File: config.mk
export PLATFORM = sky130hd
export DESIGN_NAME = display_scanner
export DESIGN_NICKNAME = d
export VERILOG_FILES = /design/src/rtl/display_scanner_pkg.sv /design/src/rtl/display_scanner_seg7_decode.sv /design/src/rtl/display_scanner.sv
export SDC_FILE = /design/constraint.sdc
export NUM_CORES = 1
export LEC_CHECK = 0
export ABC_AREA = 1
export ABC_CLOCK_PERIOD_IN_PS = 5750
export BUFFER_PORTS_ARGS = -buffer_cell sky130_fd_sc_hd__buf_2
export CAP_MARGIN = 10
export CORE_MARGIN = 3
export CORE_UTILIZATION = 45
export DETAILED_ROUTE_END_ITERATION = 6
export HOLD_SLACK_MARGIN = 0.03
export PLACE_DENSITY = 0.66
export SLEW_MARGIN = 0
export SYNTH_ARGS = -nofsm -noshare
export SYNTH_HDL_FRONTEND = slang
export SYNTH_HIERARCHICAL = 1
export SYNTH_SLANG_ARGS = --single-unit
File: constraint.sdc
create_clock -name clk -period 5.75 [get_ports clk]
set_input_delay 0.2875 -clock clk [delete_from_list [all_inputs] [get_ports clk]]
set_output_delay 0.2875 -clock clk [all_outputs]
set_load 0.01 [all_outputs]
File: src/rtl/display_scanner_pkg.sv
`default_nettype none
// ============================================================================
//  Module   : display_scanner_pkg
//  Purpose  : Shared constants for the guess-entry display path: active-low
//             7-segment patterns, position count and buffer width.
//  Revision : 1.0  initial release
// ============================================================================
package display_scanner_pkg;

    // Segment order is {g,f,e,d,c,b,a}; a 0 lights the segment.
    localparam logic [6:0] SEG_BLANK   = 7'h7F;
    localparam logic [6:0] SEG_DASH    = 7'h3F;
    localparam logic [6:0] SEG_DIGIT_0 = 7'h40;
    localparam logic [6:0] SEG_DIGIT_1 = 7'h79;
    localparam logic [6:0] SEG_DIGIT_2 = 7'h24;
    localparam logic [6:0] SEG_DIGIT_3 = 7'h30;
    localparam logic [6:0] SEG_DIGIT_4 = 7'h19;
    localparam logic [6:0] SEG_DIGIT_5 = 7'h12;
    localparam logic [6:0] SEG_DIGIT_6 = 7'h02;
    localparam logic [6:0] SEG_DIGIT_7 = 7'h78;
    localparam logic [6:0] SEG_DIGIT_8 = 7'h00;
    localparam logic [6:0] SEG_DIGIT_9 = 7'h10;

    localparam int          NUM_POS    = 5;
    localparam int          BUF_W      = 17;
    localparam logic [4:0]  ANODE_OFF  = 5'h1F;

    // Buffer contents after the entry block comes out of reset: "1" on the
    // leading position, zeros on the digit positions.
    localparam logic [BUF_W-1:0] SHADOW_RESET = 17'h10000;

    // Active-low one-hot anode enable for a display position.
    function automatic logic [4:0] anode_for(input logic [2:0] pos);
        logic [4:0] onehot;
        onehot = 5'b00001 << pos;
        return ~onehot;
    endfunction

endpackage
`default_nettype wire

File: src/rtl/display_scanner_seg7_decode.sv
`default_nettype none
// ============================================================================
//  Module   : seg7_decode
//  Purpose  : Combinational BCD nibble to active-low 7-segment pattern.
//             Non-decimal nibbles show a dash so corrupt data is visible.
//  Revision : 1.0  initial release
// ============================================================================
module seg7_decode
    import display_scanner_pkg::*;
(
    input  logic [3:0] bcd,
    output logic [6:0] seg
);

    // Lookup of the standard digit shapes.
    always_comb begin
        seg = SEG_DASH;
        case (bcd)
            4'd0:    seg = SEG_DIGIT_0;
            4'd1:    seg = SEG_DIGIT_1;
            4'd2:    seg = SEG_DIGIT_2;
            4'd3:    seg = SEG_DIGIT_3;
            4'd4:    seg = SEG_DIGIT_4;
            4'd5:    seg = SEG_DIGIT_5;
            4'd6:    seg = SEG_DIGIT_6;
            4'd7:    seg = SEG_DIGIT_7;
            4'd8:    seg = SEG_DIGIT_8;
            4'd9:    seg = SEG_DIGIT_9;
            default: seg = SEG_DASH;
        endcase
    end

endmodule
`default_nettype wire

File: src/rtl/display_scanner.sv
`default_nettype none
// ============================================================================
//  Module   : display_scanner
//  Purpose  : Drives a 5-position multiplexed common-anode 7-segment display
//             from the guess-entry buffer. The buffer and cursor are sampled
//             once per frame; the cursor position blinks when enabled.
//  Revision : 1.0  initial release
// ============================================================================
module display_scanner
    import display_scanner_pkg::*;
#(
    parameter int SCAN_DIV  = 50000,
    parameter int BLINK_DIV = 25
) (
    input  logic             clk,
    input  logic             reset,
    input  logic [BUF_W-1:0] data_buffer,
    input  logic [2:0]       i,
    input  logic             blink_en,
    output logic [6:0]       seg,
    output logic [4:0]       an,
    output logic             dp
);

    localparam int PW = (SCAN_DIV > 1) ? $clog2(SCAN_DIV) : 1;
    localparam int FW = $clog2(BLINK_DIV + 1);

    logic [PW-1:0]    prescaler;
    logic [2:0]       slot;
    logic             blink_phase;
    logic [FW-1:0]    frame_cnt;
    logic [BUF_W-1:0] shadow;
    logic [2:0]       cur_q;

    logic             tick;
    logic             frame_end;
    logic [3:0]       nibble;
    logic [6:0]       digit_seg;
    logic [6:0]       slot_seg;
    logic             blank_now;
    logic             cursor_valid;

    assign tick         = (prescaler == PW'(SCAN_DIV - 1));
    assign frame_end    = tick && (slot == 3'd4);
    assign cursor_valid = (cur_q <= 3'd4);
    assign blank_now    = blink_en && cursor_valid && (slot == cur_q) && blink_phase;

    // Select the digit nibble for the position being scanned.
    always_comb begin
        nibble = 4'd0;
        case (slot)
            3'd0:    nibble = shadow[3:0];
            3'd1:    nibble = shadow[7:4];
            3'd2:    nibble = shadow[11:8];
            3'd3:    nibble = shadow[15:12];
            default: nibble = 4'd0;
        endcase
    end

    seg7_decode u_decode (
        .bcd (nibble),
        .seg (digit_seg)
    );

    // Leading position only ever shows a "1" or nothing.
    always_comb begin
        slot_seg = digit_seg;
        if (slot == 3'd4) begin
            slot_seg = shadow[16] ? SEG_DIGIT_1 : SEG_BLANK;
        end
    end

    // Scan prescaler, position counter, frame sampling and blink timebase.
    always_ff @(posedge clk or negedge reset) begin
        if (!reset) begin
            prescaler   <= '0;
            slot        <= 3'd0;
            blink_phase <= 1'b0;
            frame_cnt   <= '0;
            shadow      <= SHADOW_RESET;
            cur_q       <= 3'd0;
        end else begin
            prescaler <= tick ? '0 : prescaler + PW'(1);
            if (tick) begin
                slot <= (slot == 3'd4) ? 3'd0 : slot + 3'd1;
            end
            // Whole-frame snapshot so a buffer update never tears the display.
            if (frame_end) begin
                shadow <= data_buffer;
                cur_q  <= i;
                if (frame_cnt == FW'(BLINK_DIV - 1)) begin
                    frame_cnt   <= '0;
                    blink_phase <= ~blink_phase;
                end else begin
                    frame_cnt <= frame_cnt + FW'(1);
                end
            end
        end
    end

    // Registered display drive; one blank cycle on every position change
    // stops the outgoing digit ghosting onto the incoming anode.
    always_ff @(posedge clk or negedge reset) begin
        if (!reset) begin
            seg <= SEG_BLANK;
            an  <= ANODE_OFF;
            dp  <= 1'b1;
        end else if (tick) begin
            seg <= SEG_BLANK;
            an  <= ANODE_OFF;
            dp  <= 1'b1;
        end else begin
            seg <= blank_now ? SEG_BLANK : slot_seg;
            an  <= anode_for(slot);
            dp  <= !((slot == 3'd0) && !cursor_valid);
        end
    end

endmodule
`default_nettype wire

==> Word-level counts from Yosys, hierarchy flattened <==
Memories as Yosys holds them, arrays and structs flattened.
Index checks and enable logic that the tools add are counted.
{ "totals": {"reg_bits": 58, "mem_bits_ro": 112, "out_inout_bits": 13, "elab_cells": 43, "memories": 1} }
{ "classes": {"addsub": 3, "order_cmp": 1, "n_eq_ne": 7, "shifts": 1, "n_mux": 10, "bitwise": 2, "n_reduce_logical": 9} }
{ "mem_list": {"columns": ["name", "words", "width", "rd", "rd_ports_with_merged_regs", "wr", "line", "text"], "rows": [
  ["(name not given)", 16, 7, 1, 0, 0, "display_scanner_seg7_decode.sv:18", "case (bcd)"]
]} }
{ "ops": {"columns": ["cell", "count"], "rows": [
  ["two-way mux 7 bit", 3],
  ["adder 16 x 1 -> 16 bit, second input constant", 1],
  ["== test 16 bit, second input constant", 1],
  ["two-way mux 16 bit", 1],
  ["one-hot mux 4 bit (4 select lines)", 1],
  ["two-way mux 5 bit", 2],
  ["== test 3 x 2 -> 1 bit, second input constant", 2],
  ["two-way mux 3 bit", 2],
  ["adder 5 x 1 -> 5 bit, second input constant", 1],
  ["== test 5 bit, second input constant", 1],
  ["logical AND 1 bit", 5],
  ["NOT 5 bit", 1],
  ["left shift 1 x 3 -> 5 bit, first input constant", 1],
  ["adder 3 x 1 -> 3 bit, second input constant", 1],
  ["== test 3 x 1 -> 1 bit, second input constant", 1],
  ["== test 3 bit", 1],
  ["== test 3 bit, second input constant", 1],
  ["<= comparator 3 bit, second input constant", 1],
  ["zero test 3 bit", 1],
  ["zero test 1 bit", 2],
  ["AND reduction 2 bit", 1],
  ["two-way mux 1 bit", 1],
  ["NOT 1 bit", 1]
]} }

==> Depth between registers and ports, before layout <==
{ "depth": {"word_depth": 6, "ltp_mapped": 14, "mapped_depth_nobuf": 14} }

==> Modules after synthesis <==
Netlist, hierarchy kept.
{ "modules_own_cells": {"columns": ["mod", "n_inst", "cells_each", "area_per_inst_um2", "seq_area_each_um2"], "rows": [
  ["display_scanner", 1, 351, 2822.7, 1468.9],
  ["seg7_decode", 1, 35, 187.7, 0.0]
]} }

==> Worst setup path before layout <==
OpenSTA, ideal clock, no wires.
{ "synth_timing": {"path_type": "reg-to-reg", "start": "reg slot[0]", "end": "reg seg[1]", "setup_ns": 0.085, "arrival_ns": 1.763, "slack_ns": 3.902, "stages_incl_launch_ff": 15, "n_path_buf": 0, "period_less_slack_ns": 1.848, "path_cell_list": "dfrtp_1 > inv_1 > ha_1 > nand2_1 > inv_1 > nand2_1 > nand4_1 > inv_1 > ha_1 > nand2_1 > nand2_1 > nand2_1 > nand2_1 > nor2_1 > nand2_1"} }
{ "synth_between": {"elab_chain_cells": 6, "word_cells_on_any_way": 13} }
{ "synth_rtl": {"columns": ["item", "line", "text"], "rows": [
  ["from (decl)", "display_scanner.sv:29", "logic [2:0] slot;"],
  ["from (signal assigned)", "display_scanner.sv:85", "slot <= (slot == 3'd4) ? 3'd0 : slot + 3'd1;"],
  ["== test 3 x 2 -> 1 bit, or another cell as far along", "display_scanner.sv:51", "case (slot)"],
  ["one-hot mux 4 bit (4 select lines) (*)", "display_scanner.sv:51", null],
  ["net nibble[0]", "display_scanner.sv:37", "logic [3:0] nibble;"],
  ["memory read (16 x 7 bit) (*)", null, null],
  ["net digit_seg[1]", "display_scanner.sv:38", "logic [6:0] digit_seg;"],
  ["two-way mux 7 bit (*)", "display_scanner.sv:68", "if (slot == 3'd4) begin"],
  ["two-way mux 7 bit (*)", "display_scanner.sv:113", "seg <= blank_now ? SEG_BLANK : slot_seg;"],
  ["two-way mux 7 bit (*)", "display_scanner.sv:108", "end else if (tick) begin"],
  ["to (signal assigned)", "display_scanner.sv:113", null],
  ["to (decl)", "display_scanner.sv:20", "output logic [6:0] seg,"]
]} }
The timed path passes the listed nets; every way through them passes the cells marked *.
A chain may end at the register's enable or synchronous reset.

==> Worst setup path in the final report <==
Same ends and word-level chain as after synthesis.

==> qor.yml <==
finish:
  final_layout_size_suffix_gt1_frac: 0.1674
  layout_commonest_cell: "nand2_1"
  nets: 461
  mostFrequentLayoutCells: "nand2_1 (152), inv_1 (44), dfrtp_1 (44)"
  syn_to_final_growth_pct: 12.64
  fin_util: 0.5280
  antenna_cells: 0
yosys:
  synth_ff_type: "dfrtp_1"
  synthDistinctLibCells: 24
  synth_warnings: 6
  async_flop_share: 1.000
  ys_seq_area_frac: 0.4879
  netlist_instances: 386
  syn-cell-area_sq_um: 3010
  synth_edf_count: 0
  synth_nets: 422
  synth_area_per_cell_sq_um: 7.799
  ys_ff_latch: 58
critical_path:
  worstPathCellList: "inv_1, ha_1, nand2_1, inv_1, nand2_1, nand4_1, inv_1, ha_1, nand2_1, nand2_1, nand2_1, nand2_1, nor2_1, nand2_1"
  critical_path_class: "register to register"
  worstPathRequired_ps: 6000
  cpMaxStageDelayCell: "dfrtp_1"
  critPathCaptureType: "register"
  cp_top_family: "simple AND/OR/NAND/NOR gates"
  cp_common_cell: "nand2_1"
  path_max_fanout: 6
  slowest_delay_ps: 410
  worstPathArrival_ps: 2400
  setup.worst_path.start_class: "register"
  critPathBufInv: 3
sta:
  setup_viol: 0
  rsz0062_at_grt: "false"
  max_freq_ghz: 0.4663
  finClkSkew_ps: 14.81
  fin_crit_ps: 2145
  drv_slew: 0
  slew_headroom: 0.5104
  hold_viol_final: 0
  tightest_slew_ps: 733.7
  fin_tns_setup_ps: 0
  fin_crit_sh: 0.3730
clock_tree:
  path_clk_slew_ps: 80
  numClockSinks: 58
  clock_latency_ps: 340
  cts_hold_buf: 0
  cts_setup_buffers: 0
  h-tree-depth: 3
  cts_tree: "built"
  ctsResizeCount: 0
  clockBufferDepth: 2
  cts_buffers: 9
  cts_root_buf: "clkbuf_8"
drt:
  route.detailed.drc: 0
  drt_iter0_markers: 110
  num_vias: 2481
  routed_wl_mm: 6.015
  drtAntennaViolNets: 0
  vias_per_cell: 4.893
  drt_first_pass_iters: 4
  route.detailed.wl_per_inst_um: 11.86
placed_design:
  place.gp.congestion: 0.8423
  placement.io_buffers: 35
  post-dp-hpwl_mm: 4.291
global_routing:
  grt_max_degree: 59
  grt_pass1_wl_mm: 10.65
  overflow: 0
  track_usage: 0.1787
  antenna_found_initial: 0
  grt_pass1_vias: 2365
floorplanning:
  die_w_um: 87.79
  initial_core_util: 0.4687
  die-area_sq_um: 7707
  rows: 29
  pin_count: 36
  core_area_sq_um: 6422
  dieHeight_um: 87.79
hold_path:
  holdCritPathClass: "primary input to async pin"
pwr:
  p_per_area_nw_per_um2: 220.9
  p_leak_uw: 0.001751
  max-vdd-ir-drop_mv: 0.1134
outcome:
  run_status: "complete, no violations"
flow_run:
  timing.max_cap.violations: 0
-- stage by stage --
step / area [sq um] / instances / setup WS (ps) / hold slack (ps) / total power, uW
2_1_floorplan: 3010 / 386 / 3902 / -8.091 / 415.8
3_3_place_gp: 3219 / 491 / 3610 / 442.7 / 431.3
3_5_place_dp: 3219 / 491 / 3629 / 449.8 / 431.4
4_1_cts: 3391 / 507 / 3612 / 92.28 / 761.3
5_1_grt: 3391 / 507 / 3310 / 110.6 / 781.9
6_report: 3391 / 507 / 3605 / 57.18 / 749.2
-- registers in the layout, indices dropped and copies added (netlist names) --
signal       count
prescaler       16
an               5
slot             3
cur_q            3
frame_cnt        5
blink_phase      1
dp               1
seg              7
shadow          17
-- cell type report --
| class | count | area [sq um] |
|---|---|---|
| clock inverters | 6 | 43.79 |
| fillers | 634 | 3032 |
| clock buffers | 10 | 127.6 |
| inverters | 45 | 168.9 |
| well taps | 77 | 96.34 |
| flip-flops and latches | 58 | 1469 |
| repair buffers | 36 | 182.7 |
| multi-input cells | 275 | 1303 |
-- power by group --
part	switching, uW	leakage (uW)	total, uW	internal [uW]
sequential	0	0.000648	408	408
combinational	9.21	0.00102	14.8	5.56
clock	169	0.0000862	326	157
-- cell usage after synthesis (4+ instances only) --
cell type,count,area [sq um]
a21oi_1,4,20.02
buf_6,4,45.04
dfrtp_1,44,1101
dfstp_2,14,367.9
ha_1,13,162.7
inv_1,44,165.2
nand2_1,152,570.6
nand3_1,24,120.1
nand4_1,13,81.33
nor2_1,37,138.9
nor3_1,4,20.02
o21ai_0,11,55.05
xor2_1,7,61.31
-- path summary, 6_finish.rpt --
kind | slack (ps) | cells after the start | endpoint | from
min reg2reg | 460 | 1 | prescaler[0] | prescaler[0]
max | 3610 | 14 | seg[1] | slot[0]
min | 60 | 2 | prescaler[5] | reset
min in group clk | 140 | 3 | shadow[7] | data_buffer[7]
max reg2reg | 3610 | 14 | seg[1] | slot[0]
max in group asynchronous | 5200 | 2 | frame_cnt[2] | reset
-- per-layer routing --
layer	up-vias	GRT usage	share of wire
met5	-	0	0
met4	0	0.07671	0.017
met3	13	0.04986	0.042
met2	52	0.2623	0.44
met1	1146	0.2473	0.50
li1	1270	-	-
-- cells by family (layout without fill, tap and decap cells) --
family | count (synthesis) | after routing | share of synthesized area
AOI/OAI and AO/OA | 15 | 15 | 0.02494
buffers and inverters | 53 | 97 | 0.07938
xor gates and xnor gates | 8 | 8 | 0.02328
adders and majority gates | 13 | 13 | 0.05403
DFF | 58 | 58 | 0.4879
and+or+nand+nor | 239 | 239 | 0.3304
(Power assumes the default switching activity.)
